## src/rtl/vend_pkg.sv

```systemverilog
// Shared definitions for the vending sequencer: coin codes and state codes of the
// downstream fsm core, the sequencer state enum and the coin legality check.
package vend_pkg;

    localparam logic [2:0] COIN_NICKEL      = 3'b001;
    localparam logic [2:0] COIN_DIME        = 3'b010;
    localparam logic [2:0] COIN_NICKEL_DIME = 3'b011;
    localparam logic [2:0] COIN_DIME_DIME   = 3'b100;
    localparam logic [2:0] COIN_QUARTER     = 3'b101;

    localparam int PRICE_NICKELS = 5;

    // Credit states of the fsm core, listed here so both sides share one encoding.
    typedef enum logic [2:0] {
        FSM_IDLE,
        FSM_FIVE,
        FSM_TEN,
        FSM_FIFTEEN,
        FSM_TWENTY,
        FSM_TWENTYFIVE
    } fsm_state_t;

    typedef enum logic [2:0] {
        S_IDLE,
        S_FEED,
        S_CHECK,
        S_PAYOUT,
        S_CLEAR,
        S_FAULT
    } seq_state_t;

    // Only single physical coins may reach the fsm; combined codes are rejected.
    function automatic logic coin_is_legal(input logic [2:0] code);
        return (code == COIN_NICKEL) || (code == COIN_DIME) || (code == COIN_QUARTER);
    endfunction

endpackage

```

## src/rtl/rr_arbiter2.sv

```systemverilog
// Two-requester round-robin arbiter; after reset requester 0 is favoured and the
// favour moves away from whichever requester was served on each advance.
module rr_arbiter2 (
    input  logic       clock,
    input  logic       reset,
    input  logic [1:0] req,
    input  logic       advance,
    output logic [1:0] grant
);

    logic prefer_b;

    always_comb begin
        grant = req;
        if (req == 2'b11) begin
            grant = prefer_b ? 2'b10 : 2'b01;
        end
    end

    // NOTE: registers use non-blocking assignments so every flop samples pre-edge values.
    always_ff @(posedge clock or negedge reset) begin
        if (!reset) begin
            prefer_b <= 1'b0;
        end else if (advance) begin
            prefer_b <= grant[0];
        end
    end

endmodule

```

## src/rtl/vend_sequencer.sv

```systemverilog
// Coin-slot sequencer: arbitrates two slots into the fsm core, checks for a vend,
// pays change through a nickel hopper and clears the fsm for the next sale.
module vend_sequencer
    import vend_pkg::*;
#(
    parameter int HOP_TIMEOUT = 15,
    parameter int MAX_CHANGE  = 4
) (
    input  logic       clock,
    input  logic       reset,
    input  logic       a_valid,
    input  logic [2:0] a_coin,
    output logic       a_ready,
    input  logic       b_valid,
    input  logic [2:0] b_coin,
    output logic       b_ready,
    output logic [2:0] fsm_coin,
    output logic       fsm_clear,
    input  logic       fsm_vend,
    input  logic [2:0] fsm_change,
    output logic       hop_req,
    input  logic       hop_ack,
    output logic       vend_done,
    output logic       reject,
    output logic       busy,
    output logic       fault
);

    localparam int TMO_W = $clog2(HOP_TIMEOUT + 1);
    localparam logic [TMO_W-1:0] TMO_LAST = TMO_W'(HOP_TIMEOUT - 1);

    seq_state_t       state_q, state_d;
    logic [2:0]       cnt_q, cnt_d;
    logic [TMO_W-1:0] tmo_q, tmo_d;
    logic [2:0]       coin_q;
    logic             reject_q;
    logic [1:0]       grant;
    logic             take;
    logic [2:0]       coin_in;

    rr_arbiter2 u_arb (
        .clock   (clock),
        .reset   (reset),
        .req     ({b_valid, a_valid}),
        .advance (take),
        .grant   (grant)
    );

    assign take     = (state_q == S_IDLE) && (grant != 2'b00);
    assign coin_in  = grant[1] ? b_coin : a_coin;
    assign a_ready  = (state_q == S_IDLE) && grant[0];
    assign b_ready  = (state_q == S_IDLE) && grant[1];
    assign fsm_coin = (state_q == S_FEED) ? coin_q : 3'b000;
    assign reject   = reject_q;
    assign busy     = (state_q != S_IDLE);
    assign fault    = (state_q == S_FAULT);

    // NOTE: every combinational output gets a default first, so no path infers a latch.
    always_comb begin
        state_d   = state_q;
        cnt_d     = cnt_q;
        tmo_d     = '0;
        fsm_clear = 1'b0;
        hop_req   = 1'b0;
        vend_done = 1'b0;
        case (state_q)
            S_IDLE: begin
                if (take && coin_is_legal(coin_in)) begin
                    state_d = S_FEED;
                end
            end
            S_FEED: begin
                state_d = S_CHECK;
            end
            S_CHECK: begin
                state_d = S_IDLE;
                if (fsm_vend) begin
                    vend_done = 1'b1;
                    cnt_d     = fsm_change;
                    if (int'(fsm_change) > MAX_CHANGE) begin
                        state_d = S_FAULT;
                    end else if (fsm_change == 3'd0) begin
                        state_d = S_CLEAR;
                    end else begin
                        state_d = S_PAYOUT;
                    end
                end
            end
            S_PAYOUT: begin
                hop_req = (cnt_q != 3'd0);
                if (hop_req && hop_ack) begin
                    cnt_d = cnt_q - 3'd1;
                    if (cnt_q == 3'd1) begin
                        state_d = S_CLEAR;
                    end
                end else begin
                    // A silent hopper for HOP_TIMEOUT requested cycles is a jam.
                    tmo_d = tmo_q + 1'b1;
                    if (tmo_q == TMO_LAST) begin
                        state_d = S_FAULT;
                    end
                end
            end
            S_CLEAR: begin
                fsm_clear = 1'b1;
                state_d   = S_IDLE;
            end
            S_FAULT: begin
                fsm_clear = 1'b1;
            end
            default: begin
                state_d = S_IDLE;
            end
        endcase
    end

    always_ff @(posedge clock or negedge reset) begin
        if (!reset) begin
            state_q  <= S_IDLE;
            cnt_q    <= 3'd0;
            tmo_q    <= '0;
            coin_q   <= 3'b000;
            reject_q <= 1'b0;
        end else begin
            state_q  <= state_d;
            cnt_q    <= cnt_d;
            tmo_q    <= tmo_d;
            reject_q <= take && !coin_is_legal(coin_in);
            if (take) begin
                coin_q <= coin_in;
            end
        end
    end

endmodule

```

## config.mk

```make
export PLATFORM = sky130hd
export DESIGN_NAME = vend_sequencer
export DESIGN_NICKNAME = d
export VERILOG_FILES = /design/src/rtl/vend_pkg.sv /design/src/rtl/rr_arbiter2.sv /design/src/rtl/vend_sequencer.sv
export SDC_FILE = /design/constraint.sdc
export NUM_CORES = 1
export LEC_CHECK = 0
export BUFFER_PORTS_ARGS = -buffer_cell sky130_fd_sc_hd__buf_4
export CORE_MARGIN = 2
export CORE_UTILIZATION = 48
export CTS_BUF_LIST = sky130_fd_sc_hd__clkbuf_8
export CTS_CLUSTER_DIAMETER = 50
export DETAILED_ROUTE_END_ITERATION = 6
export GPL_TIMING_DRIVEN = 0
export PLACE_DENSITY_LB_ADDON = 0.25
export SETUP_SLACK_MARGIN = 0.3
export SYNTH_ARGS = -nofsm -noshare
export SYNTH_HDL_FRONTEND = slang
export SYNTH_SLANG_ARGS = --single-unit
```

## constraint.sdc

```tcl
create_clock -name clock -period 1.3 [get_ports clock]
set_input_delay 0.26 -clock clock [delete_from_list [all_inputs] [get_ports clock]]
set_output_delay 0.26 -clock clock [all_outputs]
set_load 0.02 [all_outputs]
```

Word level (Yosys, flattened, before mapping)
Index checks and enable logic that the tools add are counted.
{ "totals": {"regBits": 15, "latch_bits": 0, "ram_bits": 0, "romBits": 0, "inputBits": 15, "elab_cells": 65, "memories": 0} }
{ "op_classes": {"add_sub_neg": 2, "n_mul": 0, "n_div": 0, "order_cmp": 1, "n_eq_ne": 16, "shifts": 0, "muxes": 21, "bitwise": 1, "reduce_logical": 18} }
{ "ops": {"columns": ["op", "count"], "rows": [
  ["$mux W3", 11],
  ["$pmux W3 S5", 1],
  ["$eq A3 B1 Y1 const B", 3],
  ["$eq A3 B2 Y1 const B", 3],
  ["$eq A3 B3 Y1 const B", 3],
  ["$mux W4", 2],
  ["$logic_and A1 B1 Y1", 6],
  ["$logic_not A3 Y1", 2],
  ["$ne A3 B3 Y1 const B", 2],
  ["$pmux W3 S2", 1],
  ["$reduce_bool A3 Y1", 2],
  ["$add A4 B1 Y4 const B", 1],
  ["$eq A4 B4 Y1 const B", 1],
  ["$mux W1", 4],
  ["$mux W2", 2],
  ["$ne A2 B2 Y1 const B", 2],
  ["$reduce_and A4 Y1", 1],
  ["$reduce_bool A2 Y1", 2],
  ["$gt A3 B3 Y1 const B", 1],
  ["$reduce_and A3 Y1", 1],
  ["$sub A3 B1 Y3 const B", 1],
  ["$eq A2 B2 Y1 const B", 1],
  ["$logic_or A1 B1 Y1", 2],
  ["$ne A2 B1 Y1 const B", 1],
  ["other kinds (3)", 3]
]} }

Logic depth before layout (Yosys ltp)
Gate-level depths: netlist (run 1).
{ "logic_depth": {"ltp_word": 9, "depth_mapped": 6} }

Hierarchy
A second synthesis (run 1) with hierarchy kept.
{ "unflattened": {"cells_unflattened": 104, "hier_area_um2": 1006.0} }
{ "modules_own_cells": {"columns": ["module", "instances", "cells_each", "area_per_inst_um2", "seq_area_each_um2"], "rows": [
  ["vend_sequencer", 1, 99, 943.4, 350.3],
  ["rr_arbiter2", 1, 5, 62.6, 25.0]
]} }

Least setup slack after synthesis (run 1)
OpenSTA, ideal clock, no wires.
{ "synth_path": {"path_kind": "register -> output", "start": "reg state_q[0]", "end": "out a_ready", "arrival_time_ns": 1.303, "slack_ns": -0.263, "path_stages_with_launch": 5, "path_buffers": 1, "cell_sequence": "dfrtp_1 > buf_6 > nor3_1 > inv_1 > nor2_1"} }
{ "synth_between": {"elab_chain_len": 2} }
{ "synth_lines": {"columns": ["element", "line_no", "source"], "rows": [
  ["from (decl)", "vend_sequencer.sv:32", "seq_state_t state_q, state_d;"],
  ["from (signal assigned)", "vend_sequencer.sv:125", "state_q <= state_d;"],
  ["$logic_not A3 Y1", "vend_sequencer.sv:51", "assign a_ready = (state_q == S_IDLE) && grant[0];"],
  ["$logic_and A1 B1 Y1", "vend_sequencer.sv:51", null],
  ["to (decl)", "vend_sequencer.sv:13", "output logic a_ready,"]
]} }
Every way passes these cells.

Worst setup path after layout (run 1)
{ "layout_path": {"start": "reg state_q[2]", "end": "out fsm_coin[0]"} }
{ "layout_between": {"elab_chain_len": 2} }
{ "layout_lines": {"columns": ["element", "line_no", "source"], "rows": [
  ["$eq A3 B1 Y1", "vend_sequencer.sv:53", "assign fsm_coin = (state_q == S_FEED) ? coin_q : 3'b000;"],
  ["$mux W3", "vend_sequencer.sv:53", null],
  ["to (decl)", "vend_sequencer.sv:17", "output logic [2:0] fsm_coin,"]
]} }
Every way passes these cells.

==> results of run 1 <==
critical path, delay by kind of cell, from the launching register on:
kind,cells,cell delay [ps]
flops,1,470
buf+inv,2,270
simple gates,2,330
area by class of cell:
cell class | instances | share of cell area, %
multi-input combinational | 72 | 43.0
timing repair buffer | 47 | 25.8
sequential | 15 | 23.4
clock buffer | 3 | 2.54
inverter | 10 | 2.31
tap | 27 | 2.08
buffer | 1 | 0.692
clock inverter | 1 | 0.231
kinds of logic (layout without fill, tap and decap cells):
family | count (synthesis) | after routing
mux | 8 | 8
fa+ha+maj | 6 | 6
simple gates | 33 | 33
flops | 15 | 15
compound gates | 23 | 23
buf+inv | 11 | 62
xor+xnor | 2 | 2
through the flow:
step | instance area [µm²] | hold WS, ps | instances | setup TNS [ps]
after floorplan | 1020 | -35.6 | 98 | -337
after global placement | 1240 | 123 | 150 | -882
after detailed placement | 1240 | 129 | 150 | -1070
after CTS | 1530 | 250 | 169 | -2560
after global routing | 1630 | 257 | 176 | -5020
final | 1630 | 270 | 176 | -4460
worst paths after layout:
check / start / end / slack [ps] / depth (start not counted)
max: state_q[2] / fsm_coin[0] / -290 / 4
min: hop_ack / cnt_q[0] / 270 / 2
max reg2reg: state_q[0] / cnt_q[2] / -250 / 7
min reg2reg: tmo_q[0] / tmo_q[0] / 480 / 1
max in group asynchronous: reset / tmo_q[0] / 700 / 2
min in group asynchronous: reset / state_q[2] / 400 / 2
repair_timing:
action,in CTS,in global routing
setup buffers,14,7
hold buffers,1,0
gates resized for setup,34,10
endpoints found under the hold margin,15,0
endpoints found under the setup margin,26,26
pin swaps,12,9
metal layers:
metal	GRT usage, %	share of wire, %	up-vias
met5	0	0	-
met4	15.2	4.8	0
met3	7.10	4.0	19
met2	50.5	53	49
met1	32.3	38	491
li1	-	-	452
registers in the layout (all words and copies together) (netlist names):
register	count
cnt_q	3
coin_q	3
reject	1
state_q	3
tmo_q	4
u_arb.prefer_b	1
Yosys cell counts:
| master | count |
|---|---|
| nand3b_1 | 2 |
| a41oi_1 | 1 |
| o41ai_1 | 1 |
| o311ai_0 | 1 |
| nor3_1 | 2 |
| ha_1 | 6 |
| nor2_1 | 11 |
| nand2b_1 | 1 |
| o22ai_1 | 2 |
| o22a_1 | 1 |
| a21o_1 | 1 |
| a22o_2 | 1 |
| o21ai_1 | 1 |
| nand3_1 | 2 |
| buf_6 | 1 |
| o21ai_0 | 6 |
| and2_1 | 1 |
| mux2_4 | 1 |
| dfrtp_1 | 15 |
| nand2_1 | 7 |
| and3b_4 | 1 |
| and2b_2 | 1 |
| a31oi_1 | 1 |
| xor2_1 | 1 |
| a21oi_1 | 4 |
| and3_1 | 3 |
| xnor2_1 | 1 |
| mux2i_1 | 7 |
| a221o_2 | 1 |
| o21ai_2 | 1 |
| nor4bb_1 | 1 |
| and4bb_1 | 1 |
| a31o_4 | 1 |
| inv_1 | 10 |
power by group:
| part | total [W] | internal, W | switching, W | leakage, nW |
|---|---|---|---|---|
| sequential | 0.000866 | 0.000645 | 0.000221 | 0.187 |
| combinational | 0.00231 | 0.00121 | 0.00110 | 0.549 |
| clock | 0.000371 | 0.000209 | 0.000162 | 0.0269 |
==> impl_metrics.env, run 1 <==
export IMPL_ys_types=34
export IMPL_maxSlewViolCount=0
export IMPL_worst_pin_slew_ps=348
export IMPL_drt_first_iter_violations=20
export IMPL_muxShareOfSynthArea_pct=9.02
export IMPL_cts_buffer_depth=2
export IMPL_cp_required_ps=1040
export IMPL_place_ws_ps=-248
export IMPL_gp_congestion=0.791
export IMPL_cts_tree="built"
export IMPL_antenna_left=0
export IMPL_synth_compound_area_share_pct=17.4
export IMPL_seqCellArea_um2=380
export IMPL_start_util_pct=49.6
export IMPL_fmax_ghz=0.628
export IMPL_drc=0
export IMPL_hold_class="in2reg"
export IMPL_fillers=78
export IMPL_utilization_pct=85.5
export IMPL_layout_setup_ws_ps=-292
export IMPL_grt_pass1_wl_mm=5.00
export IMPL_synth_area_um2=943
export IMPL_firstDrtPassIters=4
export IMPL_coreArea_um2=1900
export IMPL_fin_skew_ps=4.84
export IMPL_finalWirelength_mm=3.46
export IMPL_powerDensity_nw_per_um2=2180
export IMPL_layout_commonest_cell="buf_4"
export IMPL_multiInputGateArea_um2=699
export IMPL_clock_latency_ps=250
export IMPL_syn_inst=98
export IMPL_vias=1011
export IMPL_rows=16
export IMPL_setup_violations=23
export IMPL_p_leak_nw=0.763
export IMPL_maxSlewHeadroom_pct=76.7
export IMPL_setup_worst_path_start_class="flip-flop"
export IMPL_n_antenna_cell=0
export IMPL_path_class="reg2out"
export IMPL_cp_end_kind="output pin"
export IMPL_min_period_ps=1590
export IMPL_synth_top_family_by_area="simple AND/OR/NAND/NOR gates"
export IMPL_cts_sinks=15
export IMPL_synthAdderAreaFrac_pct=7.96
export IMPL_clockRootBuffer="clkbuf_8"
export IMPL_cpMostUsedCell="buf_6"
export IMPL_via_per_inst=5.74
export IMPL_yosys_warnings=0
export IMPL_finalCritPeriodShare_pct=122
export IMPL_hold_viol_final=0
export IMPL_yosysTopAreaCell="dfrtp_1"
export IMPL_crit_path_cell_trace="buf_6 > nor2_4 > and3_4 > buf_6"
export IMPL_numPortBuffers=25
export IMPL_cp_max_fo=7
export IMPL_synth_area_leaders="dfrtp_1 40%, ha_1 8.0%, mux2i_1 7.4%"
export IMPL_layout_drive_gt1_share_pct=61.1
export IMPL_violations="setup timing"
export IMPL_num_io_pins=26
export IMPL_yosysTopAreaCellShare_pct=39.8
export IMPL_grt_pass1_vias=1002
export IMPL_path_clk_slew_ps=60
export IMPL_cts_buffers=3
export IMPL_synth_seq_area_share_pct=39.8
export IMPL_htree_levels=1
export IMPL_fin_nets=171
export IMPL_rsz0062_at_grt="yes"
export IMPL_area_delta_synth_final_pct=72.4
export IMPL_critPathArrivalTime_ps=1330
export IMPL_synth_seq_cells=15
export IMPL_outcome="complete, but fails checks"
export IMPL_die_h_um=48.3
export IMPL_wl_per_cell_um=19.7
export IMPL_grt_ovfl_total=0
export IMPL_yosys_area_share_simple_pct=18.8
export IMPL_syn_avg_cell_area_um2=9.63
export IMPL_maxCapViolations=0
export IMPL_grt_max_degree=16
export IMPL_syn_nets=119
export IMPL_die_area_um2=2340
export IMPL_mostFrequentLayoutCells="29 x buf_4, 18 x buf_6, 11 x dfrtp_1, 7 x inv_1, 7 x mux2i_1"
export IMPL_ir_drop_mv=1.62
export IMPL_total_power_w=0.00355
export IMPL_antenna_found_initial=0
export IMPL_detailed_place_hpwl_mm=1.55
export IMPL_synth_xor_area_share_pct=1.86
export IMPL_cp_slowest_cell="dfrtp_2"
export IMPL_track_usage_pct=28.8
export IMPL_max_stage_delay_ps=470
export IMPL_die_x_um=48.3
Power figures use the tool's default switching activity.
==> run 2: changes to the inputs <==
--- a/config.mk
+++ b/config.mk
@@ -7,7 +7,7 @@
 export LEC_CHECK = 0
 export BUFFER_PORTS_ARGS = -buffer_cell sky130_fd_sc_hd__buf_4
 export CORE_MARGIN = 2
-export CORE_UTILIZATION = 48
+export CORE_UTILIZATION = 57
 export CTS_BUF_LIST = sky130_fd_sc_hd__clkbuf_8
 export CTS_CLUSTER_DIAMETER = 50
 export DETAILED_ROUTE_END_ITERATION = 6
==> constraint.sdc (replaced) <==
create_clock -name clock -period 1.9 [get_ports clock]
set_input_delay 0.38 -clock clock [delete_from_list [all_inputs] [get_ports clock]]
set_output_delay 0.38 -clock clock [all_outputs]
set_load 0.02 [all_outputs]
==> run 2 against run 1 <==
Compared with the run above:
- the run now ends clean
- cell count decreased by 14%
- clock power down 27%
- clock-buffer cell count unchanged
- register-to-register slack improved by 430 ps
- utilization increased by 1.2 points
- worst setup slack improved by 470 ps
- highest routed layer unchanged
==> impl_metrics.env, run 2 (synthesis results as in run 1) <==
export IMPL_rows=14
export IMPL_cp_max_fo=3
export IMPL_detailed_place_hpwl_mm=1.67
export IMPL_track_usage_pct=31.1
export IMPL_path_class="reg2out"
export IMPL_num_io_pins=26
export IMPL_total_power_w=0.00194
export IMPL_fin_hold_ws_ps=350
export IMPL_worst_path_buf_inv=2
export IMPL_setup_violations=0
export IMPL_die_h_um=44.7
export IMPL_cts_tree="built"
export IMPL_grt_max_degree=16
export IMPL_fmax_ghz=0.580
export IMPL_hold_viol_final=0
export IMPL_cp_end_kind="output pin"
export IMPL_rsz0062_at_grt="yes"
export IMPL_largest_reg_flops=4
export IMPL_layout_setup_ws_ps=175
export IMPL_cts_buffers=3
export IMPL_p_leak_nw=0.671
export IMPL_firstDrtPassIters=4
export IMPL_fin_nets=158
export IMPL_finish_instance_area_um2=1320
export IMPL_max_stage_delay_ps=400
export IMPL_gp_congestion=0.844
export IMPL_layout_drive_gt1_share_pct=41.9
export IMPL_critPathArrivalTime_ps=1350
export IMPL_wl_per_cell_um=19.9
export IMPL_clock_latency_ps=250
export IMPL_min_period_ps=1730
export IMPL_htree_levels=1
export IMPL_grt_ovfl_total=0
export IMPL_die_area_um2=2000
export IMPL_coreArea_um2=1520
export IMPL_cp_required_ps=1520
export IMPL_largest_register="tmo_q"
export IMPL_setup_worst_path_start_class="flip-flop"
export IMPL_mostFrequentLayoutCells="27 x buf_4, 13 x dfrtp_1, 8 x inv_1, 8 x nor2_1"
export IMPL_numPortBuffers=25
export IMPL_area_delta_synth_final_pct=40.1
export IMPL_die_x_um=44.7
export IMPL_place_ws_ps=259
export IMPL_path_delay_family="flip-flops"
export IMPL_cts_buffer_depth=2
export IMPL_vias=958
export IMPL_finalCritPeriodShare_pct=90.8
export IMPL_grt_pass1_vias=956
export IMPL_finalWirelength_mm=3.03
export IMPL_drt_first_iter_violations=29
export IMPL_setup_tns_ps=0
export IMPL_antenna_found_initial=0
export IMPL_cts_sinks=15
export IMPL_path_clk_slew_ps=60
export IMPL_n_antenna_cell=0
export IMPL_via_per_inst=6.30
export IMPL_cp_slowest_cell="dfrtp_1"
export IMPL_powerDensity_nw_per_um2=1470
export IMPL_maxSlewViolCount=0
export IMPL_clockRootBuffer="clkbuf_8"
export IMPL_maxCapViolations=0
export IMPL_maxSlewHeadroom_pct=62.6
export IMPL_start_util_pct=61.9
export IMPL_crit_path_cell_trace="inv_2 > ha_1 > nand2b_1 > and2_4 > buf_6"
export IMPL_grt_pass1_wl_mm=4.37
export IMPL_ir_drop_mv=0.919
export IMPL_layout_commonest_cell="buf_4"
export IMPL_worst_pin_slew_ps=558
export IMPL_fin_skew_ps=0.844
export IMPL_drc=0
export IMPL_fillers=86
export IMPL_outcome="completed"
export IMPL_hold_class="in2reg"
export IMPL_antenna_left=0
export IMPL_place_area_um2=1160
-- run 2: changes by cell type in the layout (fill, tap and decap cells not counted), sizes merged --
cell / before / now
inv: 11 / 10
buf: 47 / 34
clkinv: 0 / 1
-- run 2: timing repair --
| action | 4_1_cts | 5_1_grt |
|---|---|---|
| endpoints found under the setup margin | 10 | 12 |
| gates resized for setup | 11 | 6 |
| pin swaps | 4 | 2 |
| hold buffers | 1 | 0 |
| setup buffers | 7 | 1 |
| endpoints found under the hold margin | 15 | 0 |
-- run 2: final cells by class --
type / count / area (µm²) / share of cell area (%)
Buffer: 1 / 11.3 / 0.852
Clock inverter: 1 / 5.00 / 0.379
Sequential cell: 15 / 378 / 28.6
Timing Repair Buffer: 34 / 280 / 21.2
Multi-Input combinational cell: 72 / 548 / 41.5
Tap cell: 16 / 20.0 / 1.52
Clock buffer: 3 / 41.3 / 3.12
Inverter: 10 / 37.5 / 2.84
-- run 2: power breakdown --
part           leakage, nW  switching (W)  internal (W)  total, W
Clock               0.0255       0.000126      0.000146  0.000272
Combinational        0.455       0.000575      0.000529   0.00110
Sequential           0.190       0.000130      0.000438  0.000568
-- run 2: layer usage --
layer	vias to the layer above	global-route usage, %	share of wire [%]
met1	465	34.4	36
met5	-	0	0
met4	0	11.5	3.2
met2	53	58.3	55
met3	16	5.31	5.8
li1	424	-	-
-- run 2: worst reg2reg max path, cell delays in order, from the launching register on --
cell,delay [ps]
dfrtp_1,400
inv_2,80
ha_1,200
nand2b_1,110
buf_4,170
a21oi_1,200
nor3_2,90
o41ai_1,350
-- run 2: worst paths after layout --
| kind | from | endpoint | slack [ps] | depth (start not counted) |
|---|---|---|---|---|
| setup reg to reg | cnt_q[1] | state_q[2] | 180 | 7 |
| setup / recovery | cnt_q[1] | hop_req | 170 | 5 |
| max in group asynchronous | reset | state_q[2] | 1190 | 2 |
| hold reg to reg | coin_q[1] | coin_q[1] | 490 | 2 |
| hold / removal | b_valid | u_arb.prefer_b | 350 | 2 |
| min in group asynchronous | reset | reject | 520 | 2 |
-- run 2: per-stage QoR --
| step | cells | util [%] |
|---|---|---|
| 3_3_place_gp | 139 | 75.9 |
| 6_report | 152 | 86.7 |
| 3_5_place_dp | 139 | 75.9 |
| 4_1_cts | 151 | 85.0 |
| 2_1_floorplan | 98 | - |
| 5_1_grt | 152 | 86.7 |
